File: src/rtl/alarm_ring_ctrl.sv
// Alarm sequencer: HH:MM:00 rising-edge match drives an armed/ringing/snooze FSM with ring timeout.
// Outputs are registered from next-state (1 CLK after trig); no backpressure, STOP/SNOOZE are single-cycle pulses.
module alarm_ring_ctrl #(
   parameter int RING_SEC   = 60,
   parameter int SNOOZE_SEC = 300,
   parameter int SNOOZE_MAX = 3
) (
   input  logic       CLK,
   input  logic       RESET,
   input  logic       ENABLE,
   input  logic       ARM,
   input  logic       STOP,
   input  logic       SNOOZE,
   input  logic [3:0] CNT10,
   input  logic [2:0] CNT6,
   input  logic [3:0] CNT10M,
   input  logic [2:0] CNT6M,
   input  logic [3:0] CNT10T,
   input  logic [1:0] CNT3T,
   input  logic [3:0] AL_CNT10M,
   input  logic [2:0] AL_CNT6M,
   input  logic [3:0] AL_CNT10T,
   input  logic [1:0] AL_CNT3T,
   output logic       BUZZ_EN,
   output logic       LED,
   output logic [1:0] STATE,
   output logic [1:0] SNZ_LEFT
);

   typedef enum logic [1:0] {
      S_IDLE    = 2'b00,
      S_ARMED   = 2'b01,
      S_RINGING = 2'b10,
      S_SNOOZE  = 2'b11
   } state_t;

   localparam logic [7:0] RING_LAST   = 8'(RING_SEC - 1);
   localparam logic [9:0] SNOOZE_LAST = 10'(SNOOZE_SEC - 1);
   localparam logic [1:0] SNZ_RELOAD  = 2'(SNOOZE_MAX);

   state_t     state_q, state_d;
   logic [7:0] ring_cnt, ring_cnt_d;
   logic [9:0] snz_cnt, snz_cnt_d;
   logic [1:0] snz_left, snz_left_d;
   logic       match, match_d, trig;
   logic       buzz_q, led_q;

   // Seconds must be :00 so a match fires once per minute boundary, not for the whole minute.
   assign match = (CNT10M == AL_CNT10M) && (CNT6M == AL_CNT6M) &&
                  (CNT10T == AL_CNT10T) && (CNT3T == AL_CNT3T) &&
                  (CNT10 == 4'd0) && (CNT6 == 3'd0);
   assign trig  = match & ~match_d;

   always_comb begin
      state_d    = state_q;
      ring_cnt_d = ring_cnt;
      snz_cnt_d  = snz_cnt;
      snz_left_d = snz_left;
      case (state_q)
         S_IDLE: begin
            if (ARM) state_d = S_ARMED;
         end
         S_ARMED: begin
            if (!ARM) begin
               state_d = S_IDLE;
            end else if (trig) begin
               state_d    = S_RINGING;
               ring_cnt_d = 8'd0;
            end
         end
         S_RINGING: begin
            if (!ARM) begin
               state_d = S_IDLE;
            end else if (STOP) begin
               state_d = S_ARMED;
            end else if (SNOOZE && snz_left != 2'd0) begin
               state_d    = S_SNOOZE;
               snz_cnt_d  = 10'd0;
               snz_left_d = snz_left - 2'd1;
            end else if (ENABLE) begin
               if (ring_cnt == RING_LAST) state_d = S_ARMED;
               else                       ring_cnt_d = ring_cnt + 8'd1;
            end
         end
         S_SNOOZE: begin
            if (!ARM) begin
               state_d = S_IDLE;
            end else if (STOP) begin
               state_d = S_ARMED;
            end else if (ENABLE) begin
               if (snz_cnt == SNOOZE_LAST) begin
                  state_d    = S_RINGING;
                  ring_cnt_d = 8'd0;
               end else begin
                  snz_cnt_d = snz_cnt + 10'd1;
               end
            end
         end
         default: state_d = S_IDLE;
      endcase
      // A fresh alarm event always starts with the full snooze allowance.
      if (state_d == S_ARMED || state_d == S_IDLE) snz_left_d = SNZ_RELOAD;
   end

   always_ff @(posedge CLK or negedge RESET) begin
      if (!RESET) begin
         state_q  <= S_IDLE;
         ring_cnt <= 8'd0;
         snz_cnt  <= 10'd0;
         snz_left <= SNZ_RELOAD;
         match_d  <= 1'b0;
         buzz_q   <= 1'b0;
         led_q    <= 1'b0;
      end else begin
         state_q  <= state_d;
         ring_cnt <= ring_cnt_d;
         snz_cnt  <= snz_cnt_d;
         snz_left <= snz_left_d;
         match_d  <= match;
         buzz_q   <= (state_d == S_RINGING);
         led_q    <= (state_d != S_IDLE);
      end
   end

   assign BUZZ_EN  = buzz_q;
   assign LED      = led_q;
   assign STATE    = state_q;
   assign SNZ_LEFT = snz_left;

endmodule
File: config.mk
export PLATFORM = sky130hd
export DESIGN_NAME = alarm_ring_ctrl
export DESIGN_NICKNAME = d
export VERILOG_FILES = /design/src/rtl/alarm_ring_ctrl.sv
export SDC_FILE = /design/constraint.sdc
export NUM_CORES = 1
export LEC_CHECK = 0
export ABC_CLOCK_PERIOD_IN_PS = 1900
export BUFFER_PORTS_ARGS = -buffer_cell sky130_fd_sc_hd__buf_2
export CORE_ASPECT_RATIO = 1.4
export CORE_MARGIN = 3
export CORE_UTILIZATION = 47
export DETAILED_ROUTE_END_ITERATION = 8
export PLACE_DENSITY = 0.87
export SLEW_MARGIN = 5
export SYNTH_ARGS = -nofsm -noshare
export SYNTH_HDL_FRONTEND = slang
export SYNTH_SLANG_ARGS = --single-unit
File: constraint.sdc
create_clock -name CLK -period 1.9 [get_ports CLK]
set_input_delay 0 -clock CLK [delete_from_list [all_inputs] [get_ports CLK]]
set_output_delay 0 -clock CLK [all_outputs]
set_load 0.01 [all_outputs]
==> flow_summary.toml, run 1 <==
[timing]
final.period_utilization_pct = 96.92
holdWs_ps = 29.61
max_freq_mhz = 543.0
timing_max_transition_violations_final = 0
setup-tns-final_ps = 0
worst-slew-pin-transition_ps = 552.8
timing.max_slew.rel_slack_pct = 63.15
worst_clock_skew_ps = 11.70
final-hold-violation-count = 0
report.final.setup_viol = 0
post-route-worst-setup-slack_ps = 58.52
fin_crit_ps = 1841
rsz0062_at_grt = "true"

[finish]
layout.nets = 269
n_antenna_cell = 0
leading_cell_type_in_the_layout_fill_and_taps_excluded = "buf_2"
flow.area_growth_from_synthesis_pct = 27.73
final_area_um2 = 2046
layout-drive-gt1-share_pct = 34.07
final_util_pct = 64.27
final_cell_mix = "buf_2, dfrtp_1, xor2_1, nand3_1"
non_filler_instance_count_after_layout = 265
filler_cell_count = 268

[global_route]
grt_first_pass_wirelength_um = 6603
globalRouteMet3Util_pct = 3.087
grt.met1_usage_pct = 19.44
number_of_antenna_violations_at_the_first_check_in_global_routing = 0
first_global_vias = 1602
groute.layer.met2.usage_pct = 40.13
grt-ovfl-total = 0
grt_max_degree = 26
grtUsageTotal_pct = 19.50
top_usage_layer = "met2"

[min_path]
min_from = "CNT10T[3]"
min_to = "match_d"
min_path_type = "input port to flop"
whs_path_depth = 4

[yosys]
ys_seq_area_share_pct = 39.22
synth.cell_area_um2 = 1602
complex_gate_fraction_of_the_synthesized_area_pct = 16.72
synth-simple-area-share_pct = 29.38
post_synth_xor_area_fraction_pct = 9.844
number_of_enable_flip_flop_cells_after_synthesis = 0
distinct_cells_synth = 45
synthFlopType = "dfrtp_1"
synth_adder_area_share_pct = 2.344
yosysWarnings = 0
synth_seq_cells = 25
synth.avg_cell_area_um2 = 9.477
synthesized_net_count = 211
main_combinational_cell_family_by_area_after_synthesis = "simple AND/OR/NAND/NOR gates"
post_synth_inst_count = 169
asyncSetResetFlopFracSynth_pct = 100.0
muxShareOfSynthArea_pct = 0

[die]
total_die_area_um2 = 4154
initial_utilization_pct = 50.31
ios = 45
placeableCoreArea_um2 = 3183
floorplan.die.width_um = 55.34
row_count = 24
die_h_um = 75.07

[setup_path]
worstRegToRegCells = 6
timing.rr.end = "STATE[1]"
timing.critical_path.from_type = "flop"
timing.critical_path.arrival_ps = 2010
crit_path_end_kind = "flop"
critPathRequiredTime_ps = 2070
r2r_setup_slack_ps = 60
critical_path.max_fanout = 4
critPathKind = "flop to flop"
worstReg2RegStart = "ring_cnt[1]"

[route]
drc = 0
routed-via-count = 1581
ant_nets = 0
route.detailed.vias_per_inst = 5.966
detailedRoute.firstIterationViolations = 63
dr.pass1.iters = 5
detail_route.wirelength_um = 4033
final_routed_wire_length_divided_by_cell_count_um = 15.22

[place]
detailed_place.area_um2 = 1924
placed_cells = 258
pre_cts_ws_ps = 70.24
globalplace.congestion = 0.9392
io_buffer_count = 44
dp_hpwl_um = 3006

[flow_run]
max_cap_violations = 0

[power_and_ir_drop]
p_leak_nw = 0.9867
pwr_density_nw_per_um2 = 480.6
design_power_total_uw = 983.2
vdd.ir_drop.worst_v = 0.0004037

[clock_tree]
cts_buffers = 3
insertion_delay_of_the_later_clocked_pin_in_the_worst_skew_pair_ps = 270
clkTransAtPathRegs_ps = 90
cts-root-to-sink-buffers = 2
clock_sink_count = 25
cts_root_buffer = "clkbuf_8"
clock_tree.htree_level_count = 1
cts_tree = "built"

[outcome]
outcome = "finished, final reports clean"
==> sequential cells by signal, summed over array words and instances, names as in the netlist <==
signal    count
snz_cnt      10
LED           1
match_d       1
STATE         2
SNZ_LEFT      2
ring_cnt      8
BUZZ_EN       1
==> per-layer routing <==
layer / part of all wire, % / routed length, um
met1: 35 / 1408
met2: 58 / 2326
met3: 5.7 / 229
met4: 1.7 / 69
met5: 0 / 0
==> critical path, stage by stage, from the launching register on <==
cell	delay (ps)
dfrtp_1	400
ha_2	220
nand4_1	150
or4_4	480
o31ai_4	220
o31ai_4	110
and2_1	170
==> cell type report <==
class                      instances  area [um^2]  share of cell area (%)
multi-input combinational        136        978.4                   47.83
sequential                        25        628.1                   30.70
timing repair buffer              58        334.1                   16.33
tap                               39        48.80                   2.385
clock buffer                       4        45.04                   2.202
inverter                           3        11.26                  0.5505
==> logic make-up (layout without fill, tap and decap cells) <==
family	Yosys count	count (layout)
flip-flops	25	25
AND/OR/NAND/NOR	76	76
XOR/XNOR	18	18
adder cells (fa/ha/maj)	3	3
AO/OA/AOI/OAI	39	39
buffers and inverters	8	65
==> report_power, final <==
part / internal [mW] / switching (mW)
clock: 0.150 / 0.166
combinational: 0.0590 / 0.0667
sequential: 0.537 / 0.00457
total: 0.746 / 0.237
==> Yosys cell counts (4+ instances only) <==
| cell type | instances | area, um^2 |
|---|---|---|
| nand4_1 | 8 | 50.05 |
| nor2_1 | 10 | 37.54 |
| dfrtp_1 | 23 | 575.6 |
| and3_1 | 6 | 37.54 |
| o21ai_0 | 9 | 45.04 |
| a41oi_1 | 4 | 35.03 |
| xnor2_1 | 4 | 35.03 |
| a21oi_1 | 11 | 55.05 |
| nand2b_1 | 4 | 25.02 |
| xor2_1 | 14 | 122.6 |
| nand2_1 | 8 | 30.03 |
| nand3_1 | 13 | 65.06 |
| or3_1 | 4 | 25.02 |
==> timing repair <==
action | CTS | global route
gates resized for setup | 0 | 10
hold buffers | 2 | 0
setup endpoints to repair | 0 | 15
buffers inserted | 0 | 1
hold endpoints to repair | 24 | 0
==> worst max-delay path by stage <==
| stage | startpoint | end | cells after the start |
|---|---|---|---|
| 3_5_place_dp | ring_cnt[0] | STATE[1] | 6 |
| 6_report | ring_cnt[1] | STATE[1] | 6 |
| 5_1_grt | ring_cnt[1] | STATE[1] | 6 |
| 4_1_cts | SNZ_LEFT[0] | snz_cnt[3] | 7 |
| 2_1_floorplan | snz_cnt[0] | ring_cnt[6] | 6 |
| 3_3_place_gp | ring_cnt[0] | STATE[1] | 6 |
(Power assumes the default switching activity.)
==> run 2, diff against run 1 <==
CORE_ASPECT_RATIO = unset   (was 1.4)
==> flow_summary.toml, run 2 (synthesis results as in run 1) <==
[die]
die_h_um = 64.38
ios = 45
floorplan.die.width_um = 64.38
initial_utilization_pct = 50.79
placeableCoreArea_um2 = 3153
total_die_area_um2 = 4144
row_count = 20

[place]
io_buffer_count = 44
detailed_place.area_um2 = 1953
pre_cts_ws_ps = 23.78
dp_hpwl_um = 2921
globalplace.congestion = 0.9153

[finish]
leading_cell_type_in_the_layout_fill_and_taps_excluded = "buf_2"
layout.nets = 274
seq_area_um2 = 628.1
multi_input_area_um2 = 958.4
biggestRegsByFlops = "snz_cnt: 10 flops, ring_cnt: 8 flops"
filler_cell_count = 269
layout-drive-gt1-share_pct = 33.77
flow.area_growth_from_synthesis_pct = 28.59
final_area_um2 = 2059
final_cell_mix = "buf_2, dfrtp_1, xor2_1, buf_4, nand3_1"
largest-register = "snz_cnt"
n_antenna_cell = 0
largest_reg_flops = 10

[outcome]
outcome = "finished, final reports clean"

[setup_path]
critPathKind = "flop to flop"
timing.critical_path.from_type = "flop"
cp_cell_sequence = "inv_1 > ha_1 > nand2b_1 > nand4_1 > o21a_1 > nor2_1 > buf_4 > a41oi_1"
timing.critical_path.arrival_ps = 2100
critical_path.max_fanout = 4
critPathRequiredTime_ps = 2150
critPathSlowestCell = "dfstp_2"
crit_path_end_kind = "flop"
timing.critical_path.slowest_cell_delay_ps = 580

[power_and_ir_drop]
vdd.ir_drop.worst_v = 0.0004294
pwr_density_nw_per_um2 = 449.4
p_leak_nw = 0.9969
design_power_total_uw = 925.6

[timing]
rsz0062_at_grt = "true"
final-hold-violation-count = 0
timing_max_transition_violations_final = 0
worst_clock_skew_ps = 1.419
worst-slew-pin-transition_ps = 568.5
max_freq_mhz = 540.1
report.final.setup_viol = 0
timing.max_slew.rel_slack_pct = 62.10
fin_crit_ps = 1852
post-route-worst-setup-slack_ps = 48.43
final.period_utilization_pct = 97.45

[flow_run]
max_cap_violations = 0

[global_route]
grt_max_degree = 26
grt_first_pass_wirelength_um = 6658
grtUsageTotal_pct = 19.62
grt-ovfl-total = 0
number_of_antenna_violations_at_the_first_check_in_global_routing = 0
first_global_vias = 1641

[clock_tree]
clkTransAtPathRegs_ps = 140
cts_tree = "built"
cts_root_buffer = "clkbuf_4"
cts_buffers = 3
cts-root-to-sink-buffers = 2
clock_tree.htree_level_count = 1
clock_sink_count = 25
insertion_delay_of_the_later_clocked_pin_in_the_worst_skew_pair_ps = 320

[route]
drc = 0
detail_route.wirelength_um = 4045
ant_nets = 0
detailedRoute.firstIterationViolations = 75
route.detailed.vias_per_inst = 5.927
final_routed_wire_length_divided_by_cell_count_um = 14.71
routed-via-count = 1630
dr.pass1.iters = 6

[min_path]
min_path_type = "input port to flop"
-- run 2: changes by cell type in the layout (fill, tap and decap cells not counted), moves of 2 or more --
cell           before  now
buf_4              11   14
clkbuf_4            0    3
clkbuf_8            3    0
dlygate4sd3_1       2    4
o31ai_2             0    2
o31ai_4             2    0
-- run 2: final timing paths --
path                             startpoint     endpoint  slack, ps  cells after the start
max in group asynchronous             RESET  SNZ_LEFT[0]       1350                      2
worst max register to register  SNZ_LEFT[0]  ring_cnt[6]         50                      8
worst min register to register  SNZ_LEFT[1]  SNZ_LEFT[1]        550                      2
worst max-delay path            SNZ_LEFT[0]  ring_cnt[6]         50                      8
min in group asynchronous             RESET   snz_cnt[3]        180                      2
worst min-delay path               CNT3T[1]      match_d         20                      4
-- run 2: per-stage QoR --
step | setup TNS [ps] | util (%) | instances | hold slack [ps]
CTS | 0 | 64.17 | 274 | 13.58
detailed placement | 0 | 61.94 | 266 | 18.61
floorplan | 0 | - | 169 | -295.6
global route | -128.0 | 65.32 | 275 | 59.02
global placement | 0 | 61.94 | 266 | 14.51
finish | 0 | 65.32 | 275 | 21.23
-- run 2: worst max-delay path, delay by kind of cell (launching register included) --
kind	cells	cell delay, ps
buffers and inverters	2	190
adders and majority gates	1	210
AOI/OAI and AO/OA	2	350
and+or+nand+nor	3	440
DFF	1	580
-- run 2: timing repair --
item                                   in CTS  in global routing
endpoints found under the hold margin      29                  0
hold buffers                                4                  0
setup endpoints to repair                   0                 13
gates resized for setup                     0                  6
setup buffers                               0                  1
-- run 2: area by class of cell --
type / instances / share of cell area [%]
Multi-Input combinational cell: 136 / 46.54
Sequential cell: 25 / 30.50
Timing Repair Buffer: 63 / 18.29
Tap cell: 44 / 2.673
Clock buffer: 3 / 1.094
Inverter: 3 / 0.5468
Clock inverter: 1 / 0.3645
-- run 2: report_power, final --
part	total (mW)	switching [mW]	internal (mW)
clock	0.246	0.165	0.0805
combinational	0.137	0.0696	0.0673
sequential	0.543	0.00545	0.538
-- run 2: per-layer routing --
layer	GRT usage (%)	vias up	routed length (um)
met1	22.86	788	1599
met3	3.515	8	225
met2	36.73	68	2166
li1	-	766	-
met4	4.749	0	54
met5	0	-	0
